===== config.mk =====
export PLATFORM = sky130hd
export DESIGN_NAME = pipelined_multiplier
export DESIGN_NICKNAME = d
export VERILOG_FILES = /design/src/rtl/pipelined_multiplier.sv
export SDC_FILE = /design/constraint.sdc
export NUM_CORES = 1
export LEC_CHECK = 0
export CAP_MARGIN = 20
export CORE_MARGIN = 1.5
export CORE_UTILIZATION = 45
export CTS_CLUSTER_SIZE = 40
export DETAILED_ROUTE_END_ITERATION = 8
export GPL_ROUTABILITY_DRIVEN = 0
export PLACE_DENSITY = 0.7
export SYNTH_ARGS = -nofsm -noshare
export SYNTH_HDL_FRONTEND = slang
export SYNTH_SLANG_ARGS = --single-unit
export TNS_END_PERCENT = 10

===== constraint.sdc =====
create_clock -name clk -period 2.9 [get_ports clk]
set_input_delay 0.58 -clock clk [delete_from_list [all_inputs] [get_ports clk]]
set_output_delay 0.58 -clock clk [all_outputs]
set_load 0.03 [all_outputs]

===== src/rtl/pipelined_multiplier.sv =====
// rtl/pipelined_multiplier.sv - STAGES-deep valid/ready multiplier with signed select and tag pass-through.
// Optional multiply-accumulate mode: define MUL_ACC_EN.
module pipelined_multiplier #(
   parameter int A_W    = 8,
   parameter int B_W    = 8,
   parameter int TAG_W  = 4,
   parameter int STAGES = 3,
   parameter int ACC_W  = 32,
   localparam int P_W   = A_W + B_W,
`ifdef MUL_ACC_EN
   localparam int OUT_W = ACC_W
`else
   localparam int OUT_W = P_W
`endif
) (
   input  logic             clk,
   input  logic             reset_n,
   input  logic             in_valid,
   output logic             in_ready,
   input  logic [A_W-1:0]   in_a,
   input  logic [B_W-1:0]   in_b,
   input  logic             in_signed,
   input  logic [TAG_W-1:0] in_tag,
`ifdef MUL_ACC_EN
   input  logic             in_clr,
`endif
   output logic             out_valid,
   input  logic             out_ready,
   output logic [OUT_W-1:0] out_data,
   output logic [TAG_W-1:0] out_tag,
   output logic             busy
);

   if (STAGES < 1 || STAGES > 8) begin : g_bad_stages
      $error("STAGES must be in 1..8");
   end
   if (ACC_W < P_W) begin : g_bad_acc
      $error("ACC_W must be >= A_W+B_W");
   end

   logic             rdy_q;
   logic             out_v_q;
   logic [OUT_W-1:0] data_q;
   logic [TAG_W-1:0] tag_q;
   logic             stall, adv, accept;
   logic [P_W-1:0]   a_ext, b_ext, prod_in;

   logic [STAGES-1:0] v_q;
   logic [P_W-1:0]    prod_q [STAGES];
   logic [TAG_W-1:0]  t_q    [STAGES];
`ifdef MUL_ACC_EN
   logic [STAGES-1:0] sgn_q, clr_q;
   logic [ACC_W-1:0]  acc_q, res;
`endif

   // The whole pipeline freezes only when a finished result is waiting on the consumer.
   assign in_ready = rdy_q & ~stall;

   always_comb begin
      stall   = out_v_q & ~out_ready;
      adv     = ~stall;
      accept  = in_valid & in_ready;
      a_ext   = {{B_W{in_signed & in_a[A_W-1]}}, in_a};
      b_ext   = {{A_W{in_signed & in_b[B_W-1]}}, in_b};
      prod_in = a_ext * b_ext;
   end

   always_ff @(posedge clk or negedge reset_n) begin
      if (!reset_n) begin
         v_q <= '0;
         for (int i = 0; i < STAGES; i++) begin
            prod_q[i] <= '0;
            t_q[i]    <= '0;
         end
`ifdef MUL_ACC_EN
         sgn_q <= '0;
         clr_q <= '0;
`endif
      end else if (adv) begin
         v_q[0]    <= accept;
         prod_q[0] <= prod_in;
         t_q[0]    <= in_tag;
`ifdef MUL_ACC_EN
         sgn_q[0]  <= in_signed;
         clr_q[0]  <= in_clr;
`endif
         for (int i = 1; i < STAGES; i++) begin
            v_q[i]    <= v_q[i-1];
            prod_q[i] <= prod_q[i-1];
            t_q[i]    <= t_q[i-1];
`ifdef MUL_ACC_EN
            sgn_q[i]  <= sgn_q[i-1];
            clr_q[i]  <= clr_q[i-1];
`endif
         end
      end
   end

`ifdef MUL_ACC_EN
   always_comb begin
      res = (clr_q[STAGES-1] ? '0 : acc_q)
          + {{(ACC_W-P_W){sgn_q[STAGES-1] & prod_q[STAGES-1][P_W-1]}}, prod_q[STAGES-1]};
   end
`endif

   // Output register; data/tag only load with a real beat so a bubble leaves them untouched.
   always_ff @(posedge clk or negedge reset_n) begin
      if (!reset_n) begin
         rdy_q   <= 1'b0;
         out_v_q <= 1'b0;
         data_q  <= '0;
         tag_q   <= '0;
`ifdef MUL_ACC_EN
         acc_q   <= '0;
`endif
      end else begin
         rdy_q <= 1'b1;
         if (adv) begin
            out_v_q <= v_q[STAGES-1];
            if (v_q[STAGES-1]) begin
               tag_q  <= t_q[STAGES-1];
`ifdef MUL_ACC_EN
               data_q <= res;
               acc_q  <= res;
`else
               data_q <= prod_q[STAGES-1];
`endif
            end
         end
      end
   end

   assign out_valid = out_v_q;
   assign out_data  = data_q;
   assign out_tag   = tag_q;
   assign busy      = out_v_q | (|v_q);

endmodule


==> flow_metrics.py <==
metrics = {
    "clock_network": {
        "cts_tree": "done",
        "postCtsHoldBufs": 0,
        "numClockSinks": 85,
        "ctsLongestPathBuffers": 2,
        "clk_latency_ps": 330,
        "h-tree-depth": 3,
        "path_clk_slew_ps": 60,
        "cts_buffers": 9,
        "root_buffer": "clkbuf_16",
    },
    "final_layout": {
        "final-seq-area_mm2": 0.00213,
        "drive_gt1_share_pct": 21.6,
        "final_common_cell": "nand2_1",
        "diodes": 0,
        "multi_input_area_mm2": 0.00367,
        "mostFrequentLayoutCells": "201 x nand2_1, 85 x inv_1, 85 x dfrtp_1",
        "stdcell_area_mm2": 0.00755,
        "fin_nets": 847,
        "area_growth_pct": 26.9,
        "fill_cells": 1068,
    },
    "critical_path": {
        "r2r-end": "prod_q[46]",
        "max_stage_delay_ps": 510,
        "reg2reg_from": "out_valid",
        "slowest_stage": "fa_1",
        "reg2reg_depth": 4,
        "path_max_fanout": 3,
        "worstSetupStartpointType": "input port",
        "cp_cell_sequence": "buf_6 > buf_6 > nand2_8 > or2_4 > fa_1 > fa_1 > inv_1 > fa_1 > fa_1 > inv_1 > fa_1 > inv_2 > ha_4 > o211ai_1 > a21oi_4 > nor2b_2 > o21ai_1 > xnor2_1 > a21oi_1",
        "crit_type": "input port to flip-flop",
        "worstPathRequired_ps": 3090,
        "crit_family": "adder cells",
        "cpMostUsedCell": "fa_1",
        "rrSetupSlack_ps": 1340,
        "crit_arrival_ps": 4650,
        "critPathBufInv": 5,
        "endpoint_kind": "flip-flop",
    },
    "timing": {
        "relSlewSlack_pct": 62.1,
        "worst_pin_slew_ps": 569,
        "setup_violations": 11,
        "finalHoldViolCount": 0,
        "max_freq_mhz": 224,
        "clock_skew_ps": 6.58,
        "rsz0062_at_grt": "true",
        "holdWs_ps": 64.3,
        "fin_crit_sh_pct": 154,
        "layout_setup_ws_ps": -1560,
        "finalCriticalPeriod_ps": 4460,
        "drv_slew": 0,
    },
    "logic_synthesis": {
        "ys_ff_latch": 85,
        "yosys_warnings": 0,
        "synth_cell_types": 33,
        "synthCells": 635,
        "syn_avg_cell_area_um2": 9.37,
        "synth_nets": 756,
        "synthFlopType": "dfrtp_1",
        "synthArstFlopShare_pct": 100,
        "synth_area_mm2": 0.00595,
        "synth_edf_count": 0,
        "ys_seq_area_share_pct": 35.8,
    },
    "die": {
        "initial_core_util_pct": 46.6,
        "placementRows": 41,
        "die_h_um": 118,
        "die_width_um": 118,
        "design.die.area_mm2": 0.0139,
        "core_mm2": 0.0128,
        "ioPinCount": 48,
    },
    "detailed_routing": {
        "drc_errors": 0,
        "wl_per_cell_um": 12.7,
        "drtAntennaViolNets": 0,
        "vias": 4346,
        "finalWirelength_um": 11500,
        "drt_iter0_markers": 182,
        "viasPerCell": 4.82,
        "drt_pre_antenna_iters": 5,
    },
    "power_and_ir_drop": {
        "internal_power_mw": 4.70,
        "seqPwrFrac_pct": 26.3,
        "p_leak_nw": 3.84,
        "p_sw_share_pct": 39.4,
        "clock_power_share_pct": 14.2,
        "peakVddDrop_v": 0.000426,
        "powerDensity_mw_per_mm2": 1030,
        "p_sw_mw": 3.06,
        "p_comb_share_pct": 59.5,
    },
    "global_route": {
        "grt_overflow": 0,
        "met1_usage_pct": 21.8,
        "grt_pass1_vias": 4533,
        "antenna_found_initial": 0,
        "met3_usage_pct": 2.66,
        "grt_first_pass_wirelength_um": 20200,
        "top_usage_layer": "met2",
        "grt_usage_pct": 17.4,
        "grtUsageMet2_pct": 31.8,
        "grt_max_degree": 86,
    },
    "outcome": {
        "status": "complete, but fails checks",
        "violations": "setup timing",
    },
    "placement": {
        "dp_slack_ps": -2380,
        "place_area_mm2": 0.00700,
        "place_hpwl_um": 8710,
        "io_buffers": 47,
    },
    "worst_hold_path": {
        "min_path_type": "input port to async pin",
    },
    "run": {
        "cap_viol_max_count": 0,
    },
}
through the flow:
step / util [%] / std cells / total power, mW / setup TNS (ps)
6_report: 59.1 / 902 / 7.76 / -13420
5_1_grt: 59.1 / 902 / 8.43 / -14920
4_1_cts: 58.8 / 901 / 7.74 / -13830
3_5_place_dp: 54.8 / 881 / 6.07 / -23340
3_3_place_gp: 54.8 / 881 / 5.93 / -22680
2_1_floorplan: - / 635 / 4.78 / -14620
how the worst max path moves through the flow:
stage,end,cells past startpoint,from
after floorplan,prod_q[45],18,in_b[7]
final,prod_q[45],19,in_signed
after global placement,prod_q[45],19,in_signed
after global routing,prod_q[45],19,in_signed
after detailed placement,prod_q[45],19,in_signed
after CTS,prod_q[43],19,in_signed
cells in the mapped netlist, types with 2 or more instances:
| cell type | number | area (um2) |
|---|---|---|
| a21o_1 | 3 | 22.5 |
| a21oi_1 | 12 | 60.1 |
| a21oi_2 | 2 | 17.5 |
| a31oi_1 | 2 | 12.5 |
| and2_1 | 33 | 206 |
| buf_2 | 6 | 30.0 |
| clkbuf_1 | 19 | 71.3 |
| dfrtp_1 | 85 | 2130 |
| fa_1 | 63 | 1260 |
| ha_1 | 33 | 413 |
| inv_1 | 90 | 338 |
| mux2_2 | 21 | 236 |
| nand2_1 | 205 | 769 |
| nand2b_1 | 4 | 25.0 |
| nand3_1 | 2 | 10.0 |
| nor2_1 | 14 | 52.6 |
| nor2b_1 | 3 | 18.8 |
| nor3_1 | 2 | 10.0 |
| o21ai_0 | 6 | 30.0 |
| or2_2 | 3 | 18.8 |
| xnor2_1 | 12 | 105 |
| xor2_1 | 4 | 35.0 |
per-layer routing:
metal	up-vias	wire, um
met5	-	0
met4	0	112
li1	2095	-
met1	2160	4910
met3	11	337
met2	80	6130
power groups by stage:
stage	logic, mW	clock network [mW]	registers, mW
global placement	3.90	0	2.04
detailed placement	4.01	0	2.06
floorplan	2.51	0	2.27
global route	5.13	1.19	2.11
finish	4.61	1.10	2.04
CTS	4.57	1.12	2.05
state kept, by name, summed over array words and instances (netlist names):
name	count
prod_q	48
t_q	12
v_q	3
rdy_q	1
out_data	16
out_tag	4
out_valid	1
final cells by class:
type / instances / share of cell area (%)
clock buffers: 10 / 3.03
flip-flops and latches: 85 / 28.2
multi-input cells: 435 / 48.6
clock inverters: 5 / 0.812
well taps: 172 / 2.85
inverters: 90 / 4.48
repair buffers: 105 / 12.0
kinds of logic after synthesis:
| family | count (synthesis) | synth area share, % |
|---|---|---|
| simple gates | 270 | 19.2 |
| compound gates | 30 | 3.01 |
| flops | 85 | 35.8 |
| buf+inv | 115 | 7.38 |
| xor+xnor | 16 | 2.36 |
| mux | 22 | 4.14 |
| fa+ha+maj | 96 | 28.1 |
| other cells | 1 | 0.0630 |
what timing repair did:
action | CTS | global route
pin swaps | 30 | 8
endpoints found under the setup margin | 13 | 12
cloned | 0 | 0
setup buffers | 5 | 0
resized for setup | 92 | 11
Power figures use the tool's default switching activity.
==> patch, RTL diff (same flow settings) <==
Reset style: synchronous (`reset_n`), changed in 2 clocked blocks.
--- a/src/rtl/pipelined_multiplier.sv
+++ b/src/rtl/pipelined_multiplier.sv
@@ -66,5 +66,5 @@
    end
 
-   always_ff @(posedge clk or negedge reset_n) begin
+   always_ff @(posedge clk) begin
       if (!reset_n) begin
          v_q <= '0;
@@ -105,5 +105,5 @@
 
    // Output register; data/tag only load with a real beat so a bubble leaves them untouched.
-   always_ff @(posedge clk or negedge reset_n) begin
+   always_ff @(posedge clk) begin
       if (!reset_n) begin
          rdy_q   <= 1'b0;
Function: differs if reset_n is asserted again (counterexample within 4 cycles, from zero or initial values and one cycle with reset_n low); with reset_n held inactive, the same outputs for 4 cycles.
==> patch against the original RTL <==
The flow still finishes with violations (setup timing); setup slack got worse by 0.070 ns; cell area up 0.83%; via count shrank 6.8%; sequential cell count stayed put; combinational power shrank 25%; synthesized area is 0.57% lower; first-iteration DRC count rose by 36%; total power shrank 20%; global-route usage up 0.66 points; cell count is 7.8% lower; critical path type unchanged; clock power is 14% higher; largest power group unchanged; utilization increased by 0.73 points; wire length is 1.4% higher; synthesized cell count decreased by 11%.
==> patch: results (changes against the original RTL) <==
| Metric | Value |
|---|---|
| Sequential cell area fraction in the yosys report | 38.92% (+3.2 points) |
| Nets@finish | 776 (-8.4%) |
| Post-detail-place hpwl | 8318 µm (-4.5%) |
| Arr. time, crit path | 4.61 ns (-0.04 ns) |
| Clk_skew | 0.006392 ns (-0.0001858 ns) |
| Post-synth ARST share | 0% (-100 points) |
| Maximum VDD drop | 579.9 µV (+36%) |
| # port buffers | 47 (unchanged) |
| Compound-cell area share of the yosys netlist | 5.224% (+2.2 points) |
| Number of fill cells | 1,055 (-1.2%) |
| Xor and xnor area share after synthesis | 2.517% (+0.16 points) |
| Top cells by area, synth | edfxtp_1, fa_1, dfxtp_1 |
| Placed cell area | 6994 µm² (about the same) |
| Vias | 4,051 (-6.8%) |
| CTS Buf Count | 9 (unchanged) |
| Final worst hold slack | 0.4615 ns (+0.3972 ns) |
| CTS HTree Levels | 3 (unchanged) |
| Layout cells sized above 1 | 22.58% (+0.93 points) |
| Pleak | 3.516 nW (-8.4%) |
| Place WS | -2.619 ns (-0.2358 ns) |
| Post-synth EDFFs | 60 (+60) |
| Status | complete, but fails checks |
| Total track usage | 18.11% (+0.66 points) |
| Ys Warns | 0 (unchanged) |
| Post-Synth Adder-Cell Area | 28.30% (+0.16 points) |
| Pin count of the biggest net entering global routing | 61 (-29%) |
| Failing checks | setup timing |
| Worst min path class | reg2reg |
| Routed WL | 11,660 µm (+1.4%) |
| DR iter-0 viols | 247 (+36%) |
| Clock root buffer | clkbuf_16 |
| Setup violations, final | 12 (+1) |
| DR pass1 iterations | 4 (-1) |
| Top cells by count, synth | nand2_1, inv_1, fa_1 |
| Syn Nets | 685 (-9.4%) |
| Antenna violations before repair | 0 (unchanged) |
| Vias in the first global route | 4,347 (-4.1%) |
| Clock latency on the worst-skew pair | 0.33 ns (about the same) |
| Post-synthesis mux area share | 0% (-4.1 points) |
| Setup WS post-layout | -1.633 ns (-0.06980 ns) |
| Synth cell types | 33 (unchanged) |
| Fin Setup TNS | -13.62 ns (-0.1921 ns) |
| Global-route wire length before repair | 20,400 µm (+0.95%) |
| Slew HR | 56.24% (-5.8 points) |
| Most used DFF post-synth | edfxtp_1 |
| Critical path fanouts, max | 4 (+1) |
| Inserted Diodes | 0 (unchanged) |
[patch: cell types whose count changed after synthesis, sizes merged, moves of 6 or more]
| cell | change |
|---|---|
| clkbuf | +6 |
| nand2 | -116 |
| a21boi | +23 |
| a21oi | -8 |
| dfxtp | +25 |
| edfxtp | +60 |
| mux2 | -21 |
| dfrtp | -85 |
| and3 | +49 |
[patch: power breakdown]
part           switching (mW)  total, mW  internal [mW]  leakage [nW]
Sequential             0.0327       1.54           1.50         0.917
Combinational            1.61       3.44           1.83          2.43
Clock                   0.468       1.25          0.779         0.167
Total                    2.11       6.23           4.11          3.52
[patch: metrics by stage]
step	cells	utilization, %
floorplan	564	-
global placement	809	54.98
detailed placement	809	54.98
CTS	830	59.41
global route	832	59.82
finish	832	59.82
[patch: area by class of cell]
type	instances	area, µm²	share of cell area [%]
Timing Repair Buffer	107	929.6	12.22
Multi-Input combinational cell	364	3496	45.94
Clock buffer	12	277.8	3.650
Inverter	88	330.3	4.341
Tap cell	172	215.2	2.828
Clock inverter	4	58.81	0.7728
Sequential cell	85	2302	30.25
[patch: path summary, 6_finish.rpt]
| check | end | slack, ns | start | cells after the start |
|---|---|---|---|---|
| setup / recovery | prod_q[0][15]$_SDFFCE_PN0P_ | -1.63 | in_b[5] | 18 |
| hold / removal | out_data[1]$_SDFFE_PN0P_ | 0.46 | out_data[1]$_SDFFE_PN0P_ | 2 |
| setup reg to reg | out_data[9]$_SDFFE_PN0P_ | 1.16 | out_valid$_SDFFE_PN0N_ | 5 |
| hold reg to reg | out_data[1]$_SDFFE_PN0P_ | 0.46 | out_data[1]$_SDFFE_PN0P_ | 2 |
[patch: what timing repair did]
| item | in CTS | in global routing |
|---|---|---|
| buffers inserted | 5 | 2 |
| setup endpoints to repair | 13 | 12 |
| pin swaps | 35 | 18 |
| resized for setup | 110 | 19 |
[patch: per-layer routing]
layer	GRT usage (%)	vias to the layer above	share of wire [%]
met5	0	-	0
met4	4.878	0	1.7
met3	2.955	17	3.1
met2	31.47	68	52
met1	23.54	1993	43
li1	-	1973	-
[patch: kinds of logic (layout without fill, tap and decap cells)]
group           Yosys count  count (layout)
simple gates            209             209
buf+inv                 115             211
flops                    85              85
compound gates           42              42
fa+ha+maj                96              96
xor+xnor                 17              17
[patch: worst max-delay path, cell delays in order]
cell and delay, ns:
buf_2 0.12, and2_4 0.16, fa_1 0.55, inv_2 0.04, fa_1 0.54, inv_2 0.04
fa_1 0.44, fa_1 0.49, inv_1 0.04, fa_1 0.35, inv_1 0.11, ha_4 0.23
a21o_4 0.23, nand2_4 0.07, a31oi_4 0.10, a311oi_2 0.29, xnor2_1 0.16, nor2_1 0.05
